### config.mk
export PLATFORM = sky130hd
export DESIGN_NAME = vx_tcu_uop_sequencer
export DESIGN_NICKNAME = d
export VERILOG_FILES = /design/src/rtl/VX_tcu_pkg.sv /design/src/rtl/vx_tcu_step_ctr.sv /design/src/rtl/vx_tcu_uop_sequencer.sv
export SDC_FILE = /design/constraint.sdc
export NUM_CORES = 1
export LEC_CHECK = 0
export CAP_MARGIN = 20
export CORE_ASPECT_RATIO = 1.1
export CORE_UTILIZATION = 45
export CTS_CLUSTER_DIAMETER = 80
export DETAILED_ROUTE_END_ITERATION = 7
export GPL_TIMING_DRIVEN = 0
export PLACE_DENSITY = 0.85
export RECOVER_POWER = 100
export SYNTH_ARGS = -nofsm -noshare
export SYNTH_HDL_FRONTEND = slang
export SYNTH_SLANG_ARGS = --single-unit
export TNS_END_PERCENT = 20
### constraint.sdc
create_clock -name clk -period 5.7 [get_ports clk]
set_clock_uncertainty 0.1 [all_clocks]
set_input_delay 0.57 -clock clk [delete_from_list [all_inputs] [get_ports clk]]
set_output_delay 0.57 -clock clk [all_outputs]
set_load 0.01 [all_outputs]
### src/rtl/VX_tcu_pkg.sv
// Shared TCU types: step width, micro-op descriptor, sequencer FSM states.
// Latency: n/a (types and constants only).
// Backpressure: n/a.
package VX_tcu_pkg;

    localparam int TCU_STEP_W = 4;
    localparam int TCU_HDR_W  = 64;
    localparam int TCU_IDX_W  = 12;

    typedef enum logic [0:0] {
        SEQ_IDLE  = 1'b0,
        SEQ_ISSUE = 1'b1
    } seq_state_e;

    // One micro-op as seen by the core: which A/B sub-block plus chain markers.
    typedef struct packed {
        logic [TCU_STEP_W-1:0] step_m;
        logic [TCU_STEP_W-1:0] step_n;
        logic [TCU_STEP_W-1:0] step_k;
        logic                  first;
        logic                  last;
    } tcu_uop_t;

endpackage

### src/rtl/vx_tcu_step_ctr.sv
// Three-level nested step counter, n innermost, then m, k outermost.
// Latency: counters update on the edge after i_inc/i_clear; o_wrap is combinational from state.
// Backpressure: none; advances only when i_inc is asserted by the owner.
module vx_tcu_step_ctr
    import VX_tcu_pkg::*;
#(
    parameter int STEP_W = TCU_STEP_W
) (
    input  logic              clk,
    input  logic              reset,
    input  logic              i_clear,
    input  logic              i_inc,
    input  logic [STEP_W-1:0] i_m_last,
    input  logic [STEP_W-1:0] i_n_last,
    input  logic [STEP_W-1:0] i_k_last,
    output logic [STEP_W-1:0] o_step_m,
    output logic [STEP_W-1:0] o_step_n,
    output logic [STEP_W-1:0] o_step_k,
    output logic              o_wrap
);

    logic [STEP_W-1:0] r_m;
    logic [STEP_W-1:0] r_n;
    logic [STEP_W-1:0] r_k;

    logic w_m_end;
    logic w_n_end;
    logic w_k_end;

    // Compare against the inclusive bounds so a bound of all-ones never overflows early.
    always_comb begin
        w_m_end = (r_m == i_m_last);
        w_n_end = (r_n == i_n_last);
        w_k_end = (r_k == i_k_last);
    end

    // Nested increment; on the final step everything returns to zero.
    always_ff @(posedge clk) begin
        if (reset || i_clear) begin
            r_m <= '0;
            r_n <= '0;
            r_k <= '0;
        end else if (i_inc) begin
            if (!w_n_end) begin
                r_n <= r_n + 1'b1;
            end else begin
                r_n <= '0;
                if (!w_m_end) begin
                    r_m <= r_m + 1'b1;
                end else begin
                    r_m <= '0;
                    if (!w_k_end) begin
                        r_k <= r_k + 1'b1;
                    end else begin
                        r_k <= '0;
                    end
                end
            end
        end
    end

    assign o_step_m = r_m;
    assign o_step_n = r_n;
    assign o_step_k = r_k;
    assign o_wrap   = w_m_end && w_n_end && w_k_end;

endmodule

### src/rtl/vx_tcu_uop_sequencer.sv
// Expands one WMMA instruction into (k,m,n)-tagged micro-ops for the TCU core.
// Latency: accept at t -> first micro-op valid at t+1; one micro-op per cycle without stalls.
// Backpressure: out_ready low holds every out_* stable; in_ready only in IDLE (1-cycle bubble).
module vx_tcu_uop_sequencer
    import VX_tcu_pkg::*;
#(
    parameter int HDRW   = TCU_HDR_W,
    parameter int STEP_W = TCU_STEP_W,
    parameter int IDX_W  = TCU_IDX_W
) (
    input  logic              clk,
    input  logic              reset,
    input  logic              in_valid,
    output logic              in_ready,
    input  logic [HDRW-1:0]   in_hdr,
    input  logic [STEP_W-1:0] in_m_last,
    input  logic [STEP_W-1:0] in_n_last,
    input  logic [STEP_W-1:0] in_k_last,
    output logic              out_valid,
    input  logic              out_ready,
    output logic [HDRW-1:0]   out_hdr,
    output logic [STEP_W-1:0] out_step_m,
    output logic [STEP_W-1:0] out_step_n,
    output logic [STEP_W-1:0] out_step_k,
    output logic              out_first,
    output logic              out_last,
    output logic [IDX_W-1:0]  out_uop_idx,
    output logic              busy,
    output logic [31:0]       perf_stalls
);

    // The micro-op descriptor type is sized by TCU_STEP_W; STEP_W is expected to match it.
    seq_state_e        r_state;
    seq_state_e        w_state_nxt;

    logic [HDRW-1:0]   r_hdr;
    logic [STEP_W-1:0] r_m_last;
    logic [STEP_W-1:0] r_n_last;
    logic [STEP_W-1:0] r_k_last;
    logic [IDX_W-1:0]  r_uop_idx;
    logic [31:0]       r_stalls;

    logic              w_in_ready;
    logic              w_out_valid;
    logic              w_busy;
    logic              w_accept;
    logic              w_fire;
    logic              w_wrap;
    logic [STEP_W-1:0] w_step_m;
    logic [STEP_W-1:0] w_step_n;
    logic [STEP_W-1:0] w_step_k;
    tcu_uop_t          w_uop;

    // State register; reset abandons any instruction in flight.
    always_ff @(posedge clk) begin
        if (reset) begin
            r_state <= SEQ_IDLE;
        end else begin
            r_state <= w_state_nxt;
        end
    end

    // Next state and handshake outputs; in_ready depends only on state, never on out_ready.
    always_comb begin
        w_state_nxt = r_state;
        w_in_ready  = 1'b0;
        w_out_valid = 1'b0;
        w_busy      = 1'b0;
        case (r_state)
            SEQ_IDLE: begin
                w_in_ready = !reset;
                if (in_valid && !reset) begin
                    w_state_nxt = SEQ_ISSUE;
                end
            end
            SEQ_ISSUE: begin
                w_out_valid = !reset;
                w_busy      = !reset;
                if (out_ready && w_wrap) begin
                    w_state_nxt = SEQ_IDLE;
                end
            end
            default: begin
                w_state_nxt = SEQ_IDLE;
            end
        endcase
    end

    assign w_accept = in_valid && w_in_ready;
    assign w_fire   = w_out_valid && out_ready;

    // Latch header and loop bounds when an instruction is accepted.
    always_ff @(posedge clk) begin
        if (reset) begin
            r_hdr    <= '0;
            r_m_last <= '0;
            r_n_last <= '0;
            r_k_last <= '0;
        end else if (w_accept) begin
            r_hdr    <= in_hdr;
            r_m_last <= in_m_last;
            r_n_last <= in_n_last;
            r_k_last <= in_k_last;
        end
    end

    // Running micro-op index, restarted for every new instruction.
    always_ff @(posedge clk) begin
        if (reset || w_accept) begin
            r_uop_idx <= '0;
        end else if (w_fire) begin
            r_uop_idx <= r_uop_idx + 1'b1;
        end
    end

    // Saturating count of cycles where a valid micro-op was refused downstream.
    always_ff @(posedge clk) begin
        if (reset) begin
            r_stalls <= '0;
        end else if ((r_state == SEQ_ISSUE) && w_out_valid && !out_ready && (r_stalls != 32'hFFFF_FFFF)) begin
            r_stalls <= r_stalls + 32'd1;
        end
    end

    vx_tcu_step_ctr #(
        .STEP_W (STEP_W)
    ) u_step_ctr (
        .clk      (clk),
        .reset    (reset),
        .i_clear  (w_accept),
        .i_inc    (w_fire),
        .i_m_last (r_m_last),
        .i_n_last (r_n_last),
        .i_k_last (r_k_last),
        .o_step_m (w_step_m),
        .o_step_n (w_step_n),
        .o_step_k (w_step_k),
        .o_wrap   (w_wrap)
    );

    // Assemble the outgoing descriptor purely from registered state.
    always_comb begin
        w_uop        = '0;
        w_uop.step_m = w_step_m;
        w_uop.step_n = w_step_n;
        w_uop.step_k = w_step_k;
        w_uop.first  = (r_uop_idx == '0);
        w_uop.last   = w_wrap;
    end

    assign in_ready    = w_in_ready;
    assign out_valid   = w_out_valid;
    assign busy        = w_busy;
    assign out_hdr     = r_hdr;
    assign out_step_m  = w_uop.step_m;
    assign out_step_n  = w_uop.step_n;
    assign out_step_k  = w_uop.step_k;
    assign out_first   = w_uop.first;
    assign out_last    = w_uop.last;
    assign out_uop_idx = r_uop_idx;
    assign perf_stalls = r_stalls;

endmodule

======== Word-level counts from Yosys, hierarchy flattened ========
Index checks and enable logic that the tools add are counted.
storage, ports and cells
  flip-flop bits (word level) ............. 133
  output and inout bits ................... 125
  logic and storage cells ................. 43
cells by class
  add/sub/neg operators ................... 5
  equal/unequal tests ..................... 4
  muxes and demuxes ....................... 8
  bitwise gates (word level) .............. 1
  reduce and logical (&&, ||, !) cells .... 15
operator list
  cell                                                              count
  32-bit by 1-bit adder with 32-bit output (second input constant)  1
  32-bit inequality test (second input constant)                    1
  12-bit by 1-bit adder with 12-bit output (second input constant)  1
  4-bit by 1-bit adder with 4-bit output (second input constant)    3
  4-bit equality test                                               3
  12-bit zero test                                                  1
  4-bit 2-to-1 mux                                                  3
  1-bit logical AND                                                 9
  1-bit 2-to-1 mux                                                  4
  3-bit AND reduction                                               1
  1-bit zero test                                                   2
  1-bit one-hot mux with 2 select lines                             1
  2-bit AND reduction                                               1
  1-bit logical OR                                                  1
  1-bit inverter                                                    1

======== Longest topological paths before layout ========
Gate-level depths: netlist (run 1).
  word-level depth ........................ 6
  gate-level depth with buffers ........... 8

======== Hierarchy ========
Synthesis (run 1) repeated with hierarchy kept, for this count alone.
unflattened totals
  cells, all modules ...................... 674
  area total of the unflattened synthesis .. 5500.3 um2
by module, submodules not included
  module                instances  cells an instance  area each (um2)  seq. area each (um2)
  vx_tcu_uop_sequencer  1          587                4734.5           2422.3
  vx_tcu_step_ctr       1          87                 765.7            240.2

======== Worst setup path after synthesis (run 1) ========
Ideal clock, no wire load.
  path kind ............................... input -> register
  start point ............................. in reset
  end point ............................... reg r_stalls[12], in the netlist perf_stalls[12]
  library setup time ...................... 128 ps
  arrival ................................. 2041 ps
  required time ........................... 5472 ps
  path slack .............................. 3431 ps
  stages on the path ...................... 6
  path buffers ............................ 1
  cells stage by stage .................... buf_6 -> or3b_4 -> or4_4 -> a211oi_1 -> xnor2_1 -> nor2_1
between the ends
  word-level cells in the longest chain between the ends .. 5
ends and longest elaborated chain
  what                            RTL line                     RTL
  start, declared                 vx_tcu_uop_sequencer.sv:12   input logic reset,
  1-bit zero test                 vx_tcu_uop_sequencer.sv:77   w_out_valid = !reset;
  1-bit 2-to-1 mux                vx_tcu_uop_sequencer.sv:69   case (r_state)
  1-bit logical AND (3 in a row)  vx_tcu_uop_sequencer.sv:120  end else if ((r_state == SEQ_ISSUE) && w_out_valid && !out_ready && (r_stalls != 32'hFFFF_FFFF)) begin
  end signal, assigned            vx_tcu_uop_sequencer.sv:121  r_stalls <= r_stalls + 32'd1;
  end, declared                   vx_tcu_uop_sequencer.sv:41   logic [31:0] r_stalls;
Parallel ways exist; a longest one is shown, timed or not.
A chain may end at the register's enable or synchronous reset.

======== Worst setup path after layout (run 1) ========
  start point ............................. in reset
  end point ............................... out out_valid
between the ends
  word-level cells in the longest chain between the ends .. 2
ends and longest elaborated chain
  what              RTL line                    RTL
  1-bit zero test   vx_tcu_uop_sequencer.sv:77
  1-bit 2-to-1 mux  vx_tcu_uop_sequencer.sv:69
  end, declared     vx_tcu_uop_sequencer.sv:19  output logic out_valid,
No other way between the ends.

==> results of run 1 <==
-- cells in the final DEF, fill, tap and decap left out, drive strengths merged, types with 3 or more instances in the layout --
cell type,instances
a21oi,26
and2,5
and3,4
buf,3
clkbuf,63
clkdlybuf4s50,78
dfxtp,133
dlygate4sd3,126
ha,6
inv,8
mux2i,5
nand2,186
nand3,11
nand4,16
nor2,40
nor3,6
nor4,8
o21ai,88
o31ai,10
or2,3
or3,10
or4,12
xnor2,24
xor2,11
-- tightest hold or removal path, cell delays in order (launching register included) --
cell and delay (ns):
dfxtp_1 0.30, nand2_1 0.05, o21ai_0 0.06
-- sequential cells by signal (all words and copies together), names as in the netlist --
name / cells
out_hdr: 64
perf_stalls: 32
out_uop_idx: 12
r_k_last: 4
r_m_last: 4
r_n_last: 4
u_step_ctr.o_step_k: 4
u_step_ctr.o_step_m: 4
u_step_ctr.o_step_n: 4
r_state: 1
-- area by class of cell --
class | instances | area, um^2 | share of cell area
clock buffer | 28 | 517 | 0.0626
inverter | 8 | 30.0 | 0.00364
buffer | 38 | 149 | 0.0180
clock inverter | 3 | 65.1 | 0.00788
timing repair buffer | 204 | 2040 | 0.247
tap | 150 | 188 | 0.0227
sequential | 133 | 2660 | 0.323
multi-input combinational | 496 | 2600 | 0.315
-- logic make-up (layout without fill, tap and decap cells) --
kind of cell,count (synthesis),in the layout,share of synthesized area
multiplexers,6,6,0.0112
XOR/XNOR,35,35,0.0559
flip-flops,133,133,0.485
AO/OA/AOI/OAI,135,135,0.135
adder cells (fa/ha/maj),6,6,0.0137
buffers and inverters,46,281,0.0347
AND/OR/NAND/NOR,314,314,0.264
-- per-stage QoR --
step / instances / utilization
global route: 1060 / 0.706
floorplan: 675 / -
finish: 1060 / 0.706
global placement: 1029 / 0.660
detailed placement: 1029 / 0.660
CTS: 1060 / 0.710
-- report_power, final --
part	internal [mW]	switching (mW)	total (mW)	leakage [nW]
Combinational	0.140	0.130	0.269	1.86
Sequential	0.979	0.0271	1.01	1.09
Clock	0.699	0.383	1.08	0.285
-- routing by layer --
| metal | part of all wire | vias to the layer above | wire [um] |
|---|---|---|---|
| met2 | 0.49 | 211 | 7880 |
| met3 | 0.093 | 20 | 1490 |
| met4 | 0.012 | 0 | 197 |
| met1 | 0.40 | 2555 | 6350 |
| li1 | - | 2758 | - |
| met5 | 0 | - | 0 |
-- worst max path at each step --
stage / end / slack [ns]
after global routing: perf_stalls[11] / 2.38
after floorplan: perf_stalls[12] / 3.43
after global placement: r_n_last[0] / 2.51
after detailed placement: r_k_last[2] / 2.51
after CTS: out_last / 2.73
final: out_valid / 2.48
==> results.json, run 1 <==
{
  "worstHoldPathType": "register to register",
  "slowest_delay_ns": 0.59,
  "syn_to_final_growth_pct": 50.4,
  "hold_end": "out_hdr[35]",
  "yosysTopAreaCellShare": 0.485,
  "endpoint_kind": "primary output",
  "min_from": "out_hdr[35]",
  "drtIter0Drc": 208,
  "maxCapViolCount": 0,
  "cpMaxStageDelayCell": "dlygate4sd3_1",
  "hold_ws_ns": 0.353,
  "cts_resized": 0,
  "clk_pin_slew_worst_paths_ns": 0.06,
  "finalPower_mw": 2.36,
  "dieHeight_um": 118,
  "numCtsBuffers": 17,
  "whs_path_depth": 2,
  "use_met2": 0.444,
  "crit_required_ns": 5.03,
  "wl_per_cell_um": 15.0,
  "fin_crit_sh": 0.564,
  "crit_buf_inv": 4,
  "use_met1": 0.281,
  "drv_slew": 0,
  "async_flop_share": 0,
  "power_density_nw_per_um2": 286,
  "yosysTopAreaCell": "dfxtp_1",
  "ys_top_cells_by_area": "dfxtp_1, nand2_1, o21ai_0, xnor2_1, nor2_1",
  "overflow": 0,
  "grt_pass1_vias": 5205,
  "hold_buffers": 0,
  "nets": 984,
  "stdcell_area_um2": 8250,
  "cts_tree": "built",
  "row_count": 41,
  "path_common_cell": "dlygate4sd3_1",
  "vias": 5544,
  "grtUsageTotal": 0.259,
  "gp_congestion": 0.827,
  "ir_worst_vdd_mv": 0.231,
  "post-route-min-period_ns": 3.22,
  "yosysWarnings": 0,
  "portBuffers": 204,
  "clock_latency_ns": 0.42,
  "ys.flop_type": "dfxtp_1",
  "slew_headroom": 0.543,
  "critPathTopFamily": "buffers and inverters",
  "fill_cells": 926,
  "start_kind": "primary input",
  "die_w_um": 107,
  "ant_nets": 0,
  "core_um2": 11700,
  "crit_type": "primary input to primary output",
  "cp_num_cells": 5,
  "synth_common_cells": "nand2_1, dfxtp_1, o21ai_0",
  "fin_setup_tns_ns": 0,
  "drive_above_1_share": 0.0374,
  "cts.sinks": 133,
  "busiest_layer": "met2",
  "tightest_slew_ns": 0.685,
  "ctsLongestPathBuffers": 2,
  "setup_viol": 0,
  "grt_max_degree": 17,
  "start_util": 0.469,
  "drt_wl_total_mm": 15.9,
  "root_buffer": "clkbuf_16",
  "cp_max_fo": 10,
  "gr-usage-met3": 0.114,
  "synth-seq-cells": 133,
  "drtPass1Iterations": 5,
  "fin_ws_ns": 2.48,
  "worstPathArrival_ns": 2.55,
  "cts_max_level": 4,
  "syn-instance-count": 675,
  "status": "finished clean",
  "dp_hpwl_mm": 11.6,
  "synth_edf_count": 0,
  "place_area_um2": 7720,
  "leakage_nw": 3.23,
  "synthMostInstantiatedCell": "nand2_1",
  "dieArea_um2": 12600,
  "synth.distinct_cells": 45,
  "crit_start": "reset",
  "drc": 0,
  "syn_area_um2": 5490,
  "post-cts-setup-buffers": 0,
  "antenna_found_initial": 0,
  "pre_cts_ws_ns": 2.51,
  "rr_startpoint": "perf_stalls[5]",
  "regToRegSetupSlack_ns": 2.76,
  "clock.fmax_mhz": 311,
  "path_cells": "dlygate4sd3_1 -> clkbuf_1 -> nor2b_1 -> buf_4 -> dlygate4sd3_1",
  "seq_area_frac_synth": 0.485,
  "grt_pass1_wl_mm": 25.5,
  "syn-num-nets": 761,
  "r2r-end": "perf_stalls[31]",
  "n_antenna_cell": 0,
  "viasPerCell": 5.23,
  "syn_avg_cell_area_um2": 8.13,
  "io_pins": 205,
  "ff2ff_path_depth": 7,
  "finalHoldViolCount": 0,
  "rsz0062_at_grt": "false"
}
Note: power is estimated with default switching activity, not from simulation.
==> run 2: changes to the inputs <==
- CORE_UTILIZATION: 45 -> 44
- PLACE_DENSITY: 0.85 -> 0.84
- clock period: 5.7 -> 3.2 ns (I/O delays scaled with it)
==> results.json, run 2 (synthesis results as in run 1) <==
{
  "status": "finished clean",
  "cts.sinks": 133,
  "cts_max_level": 4,
  "n_antenna_cell": 0,
  "largest_reg_flops": 64,
  "rsz0062_at_grt": "false",
  "drt_wl_total_mm": 15.8,
  "ir_worst_vdd_mv": 0.353,
  "tightest_slew_ns": 0.713,
  "start_util": 0.454,
  "cpMaxStageDelayCell": "dlygate4sd3_1",
  "vias": 5528,
  "finalHoldViolCount": 0,
  "dp_hpwl_mm": 11.8,
  "grtUsageTotal": 0.255,
  "path_cells": "xnor2_1 -> nand4_1 -> nor3_1 -> dlygate4sd3_1",
  "core_um2": 12100,
  "wl_per_cell_um": 14.9,
  "endpoint_kind": "primary output",
  "post-cts-setup-buffers": 0,
  "crit_buf_inv": 1,
  "grt_pass1_wl_mm": 25.4,
  "regToRegSetupSlack_ns": 0.48,
  "drc": 0,
  "dpl.cell_count": 1033,
  "hold_buffers": 0,
  "drv_slew": 0,
  "grt_max_degree": 17,
  "ant_nets": 0,
  "clock.fmax_mhz": 361,
  "grt_pass1_vias": 5219,
  "maxCapViolCount": 0,
  "regArea_um2": 2660,
  "overflow": 0,
  "drive_above_1_share": 0.0418,
  "crit_required_ns": 2.78,
  "layout_commonest_cell": "nand2_1",
  "setup_viol": 0,
  "worstHoldPathType": "register to register",
  "power_density_nw_per_um2": 501,
  "row_count": 42,
  "slew_headroom": 0.524,
  "drtPass1Iterations": 6,
  "root_buffer": "clkbuf_16",
  "start_kind": "register",
  "gp_congestion": 0.870,
  "cts_resized": 0,
  "numCtsBuffers": 17,
  "crit_type": "register to primary output",
  "final_core_util": 0.682,
  "post-route-min-period_ns": 2.77,
  "worstPathArrival_ns": 2.35,
  "syn_to_final_growth_pct": 50.3,
  "fin_crit_sh": 0.865,
  "critPathTopFamily": "simple AND/OR/NAND/NOR gates",
  "drtIter0Drc": 270,
  "dieHeight_um": 119,
  "fill_cells": 975,
  "cts_tree": "built",
  "cp_max_fo": 7,
  "dieArea_um2": 12900,
  "nets": 984,
  "io_pins": 205,
  "ctsLongestPathBuffers": 2,
  "layout_common_cells": "nand2_1, dfxtp_1, dlygate4sd3_1",
  "clk_pin_slew_worst_paths_ns": 0.05,
  "slowest_delay_ns": 0.66,
  "leakage_nw": 3.23,
  "fin_setup_tns_ns": 0,
  "portBuffers": 204,
  "viasPerCell": 5.20,
  "multiInputGateArea_um2": 2600,
  "clock_latency_ns": 0.41,
  "instances_no_fill": 1064,
  "die_w_um": 108,
  "antenna_found_initial": 0
}
## run 2: per-layer routing
metal  track usage  vias to the layer above  wire length (um)
met4         0.106                        0               290
met5             0                        -                 0
met1         0.277                     2537              6190
met3         0.117                       21              1470
li1              -                     2759                 -
met2         0.423                      211              7890
## run 2: report_power, final
part	switching (mW)	internal (mW)
clock network	0.674	1.19
registers	0.0461	1.74
logic	0.232	0.249
total	0.952	3.18
## run 2: per-stage QoR
| stage | power [mW] | hold WS, ns | instance area, um^2 | worst slack, ns |
|---|---|---|---|---|
| 5_1_grt | 4.30 | 0.356 | 8250 | 0.187 |
| 3_3_place_gp | 2.33 | 0.342 | 7720 | 0.243 |
| 4_1_cts | 4.20 | 0.344 | 8290 | 0.432 |
| 3_5_place_dp | 2.34 | 0.350 | 7720 | 0.249 |
| 6_report | 4.13 | 0.350 | 8250 | 0.432 |
| 2_1_floorplan | 2.02 | 0.329 | 5490 | 1.14 |
## run 2: worst paths after layout
| path | startpoint | end | cells past startpoint |
|---|---|---|---|
| min reg2reg | out_hdr[6] | out_hdr[6] | 2 |
| max reg2reg | perf_stalls[5] | perf_stalls[7] | 7 |
| min | out_hdr[6] | out_hdr[6] | 2 |
| max | u_step_ctr.o_step_n[0] | out_last | 4 |
## run 2: cell type report
type,instances,area share
sequential,133,0.323
multi-input combinational,496,0.315
timing repair buffer,204,0.248
clock buffer,28,0.0639
tap,154,0.0234
buffer,38,0.0184
clock inverter,3,0.00486
inverter,8,0.00364
## run 2: tightest hold or removal path: cells and delay by family (launching register included)
kind             cells  cell delay (ns)
AO/OA/AOI/OAI        1             0.06
flip-flops           1             0.30
AND/OR/NAND/NOR      1             0.04
==> run 3: changes to the inputs <==
- CORE_UTILIZATION: 44 -> 40
- PLACE_DENSITY: 0.84 -> 0.8
- clock period: 3.2 -> 2.2 ns (I/O delays scaled with it)
==> results.json, run 3 (synthesis results as in run 1) <==
{
  "clock.fmax_mhz": 452,
  "cts_max_level": 4,
  "instances_no_fill": 1101,
  "vias": 5636,
  "drive_above_1_share": 0.0872,
  "slew_headroom": 0.583,
  "setup_viol": 1,
  "ant_nets": 0,
  "grtUsageTotal": 0.233,
  "post-route-min-period_ns": 2.21,
  "tightest_slew_ns": 0.619,
  "gp_congestion": 0.868,
  "finalHoldViolCount": 0,
  "start_kind": "register",
  "grt_pass1_wl_mm": 25.9,
  "drv_slew": 0,
  "clk_pin_slew_worst_paths_ns": 0.06,
  "maxCapViolCount": 0,
  "overflow": 0,
  "drt_wl_total_mm": 16.8,
  "multiInputGateArea_um2": 2730,
  "cts_tree": "built",
  "fill_cells": 1095,
  "antenna_found_initial": 0,
  "worstHoldPathType": "primary input to register",
  "leakage_nw": 3.27,
  "rsz0062_at_grt": "true",
  "ctsLongestPathBuffers": 2,
  "cp_max_fo": 5,
  "fin_crit_sh": 1.01,
  "ir_worst_vdd_mv": 0.534,
  "io_pins": 205,
  "power_density_nw_per_um2": 703,
  "clock_latency_ns": 0.41,
  "endpoint_kind": "register",
  "nets": 994,
  "finalPower_mw": 5.98,
  "root_buffer": "clkbuf_16",
  "largest_reg_flops": 64,
  "layout_commonest_cell": "nand2_1",
  "row_count": 44,
  "core_um2": 13300,
  "crit_type": "register to register",
  "layout_common_cells": "nand2_1, dfxtp_1, clkdlybuf4s50_1",
  "fin_ws_ns": -0.0134,
  "regArea_um2": 2670,
  "dieArea_um2": 14200,
  "wl_per_cell_um": 15.2,
  "n_antenna_cell": 0,
  "syn_to_final_growth_pct": 55.0,
  "dpl.cell_count": 1063,
  "crit_required_ns": 2.38,
  "dp_hpwl_mm": 11.7,
  "drtPass1Iterations": 5,
  "grt_max_degree": 17,
  "dieHeight_um": 125,
  "drtIter0Drc": 450,
  "start_util": 0.414,
  "grt_pass1_vias": 5235,
  "viasPerCell": 5.12,
  "cts.sinks": 133,
  "die_w_um": 114,
  "numCtsBuffers": 17,
  "hold_buffers": 0,
  "portBuffers": 204,
  "drc": 0,
  "worstPathArrival_ns": 2.39,
  "violations": "setup timing",
  "status": "finished, violations left"
}
run 3: cell count changes in the layout (fill, tap and decap cells not counted), moves of 3 or more:
cell	before	now
nor3_1	6	3
clkdlybuf4s50_1	78	107
dfxtp_2	0	9
clkbuf_2	0	3
dfxtp_1	133	124
clkbuf_1	38	29
buf_4	1	13
dlygate4sd3_1	126	95
run 3: layer usage:
layer	part of all wire	up-vias	GRT usage	routed length, um
li1	-	2783	-	-
met1	0.40	2545	0.268	6770
met5	0	-	0	0
met3	0.098	35	0.0915	1640
met4	0.026	0	0.0929	436
met2	0.47	273	0.385	7930
run 3: worst paths after layout:
check             start         endpoint  slack [ns]  cells past startpoint
max             r_state  perf_stalls[12]       -0.01                      5
min          in_hdr[43]      out_hdr[43]        0.26                      3
max reg2reg     r_state  perf_stalls[12]       -0.01                      5
min reg2reg  out_hdr[5]       out_hdr[5]        0.35                      2
run 3: report_power, final:
part	internal, mW	switching [mW]
clock	1.67	0.979
combinational	0.376	0.345
sequential	2.54	0.0702
run 3: cell type report:
class | count | area share
multi-input combinational | 496 | 0.321
sequential | 133 | 0.314
clock inverter | 4 | 0.00559
timing repair buffer | 215 | 0.250
buffer | 37 | 0.0197
tap | 184 | 0.0271
clock buffer | 24 | 0.0590
inverter | 8 | 0.00353
run 3: metrics by stage:
stage / util / hold WS [ns] / setup slack, ns / TNS (ns) / instance area, um^2
finish: 0.641 / 0.255 / -0.0134 / -0.0134 / 8510
global route: 0.641 / 0.261 / -0.112 / -0.961 / 8510
CTS: 0.631 / 0.244 / -0.0588 / -0.109 / 8370
detailed placement: 0.585 / 0.351 / -0.709 / -52.80 / 7760
global placement: 0.585 / 0.342 / -0.697 / -55.18 / 7760
floorplan: - / 0.229 / 0.140 / 0 / 5490
run 3: repair_timing:
| action | CTS | global route |
|---|---|---|
| resized for setup | 20 | 18 |
| endpoints found under the setup margin | 99 | 30 |
| pin swaps | 4 | 7 |
| buffers inserted | 1 | 10 |
| hold endpoints to repair | 0 | 0 |
run 3: worst max-delay path, stage by stage, from the launching register on:
cell and delay, ns:
dfxtp_1 0.42, or3b_4 0.44, or4_4 0.55, a211oi_1 0.33, xnor2_1 0.18, nor2_1 0.06
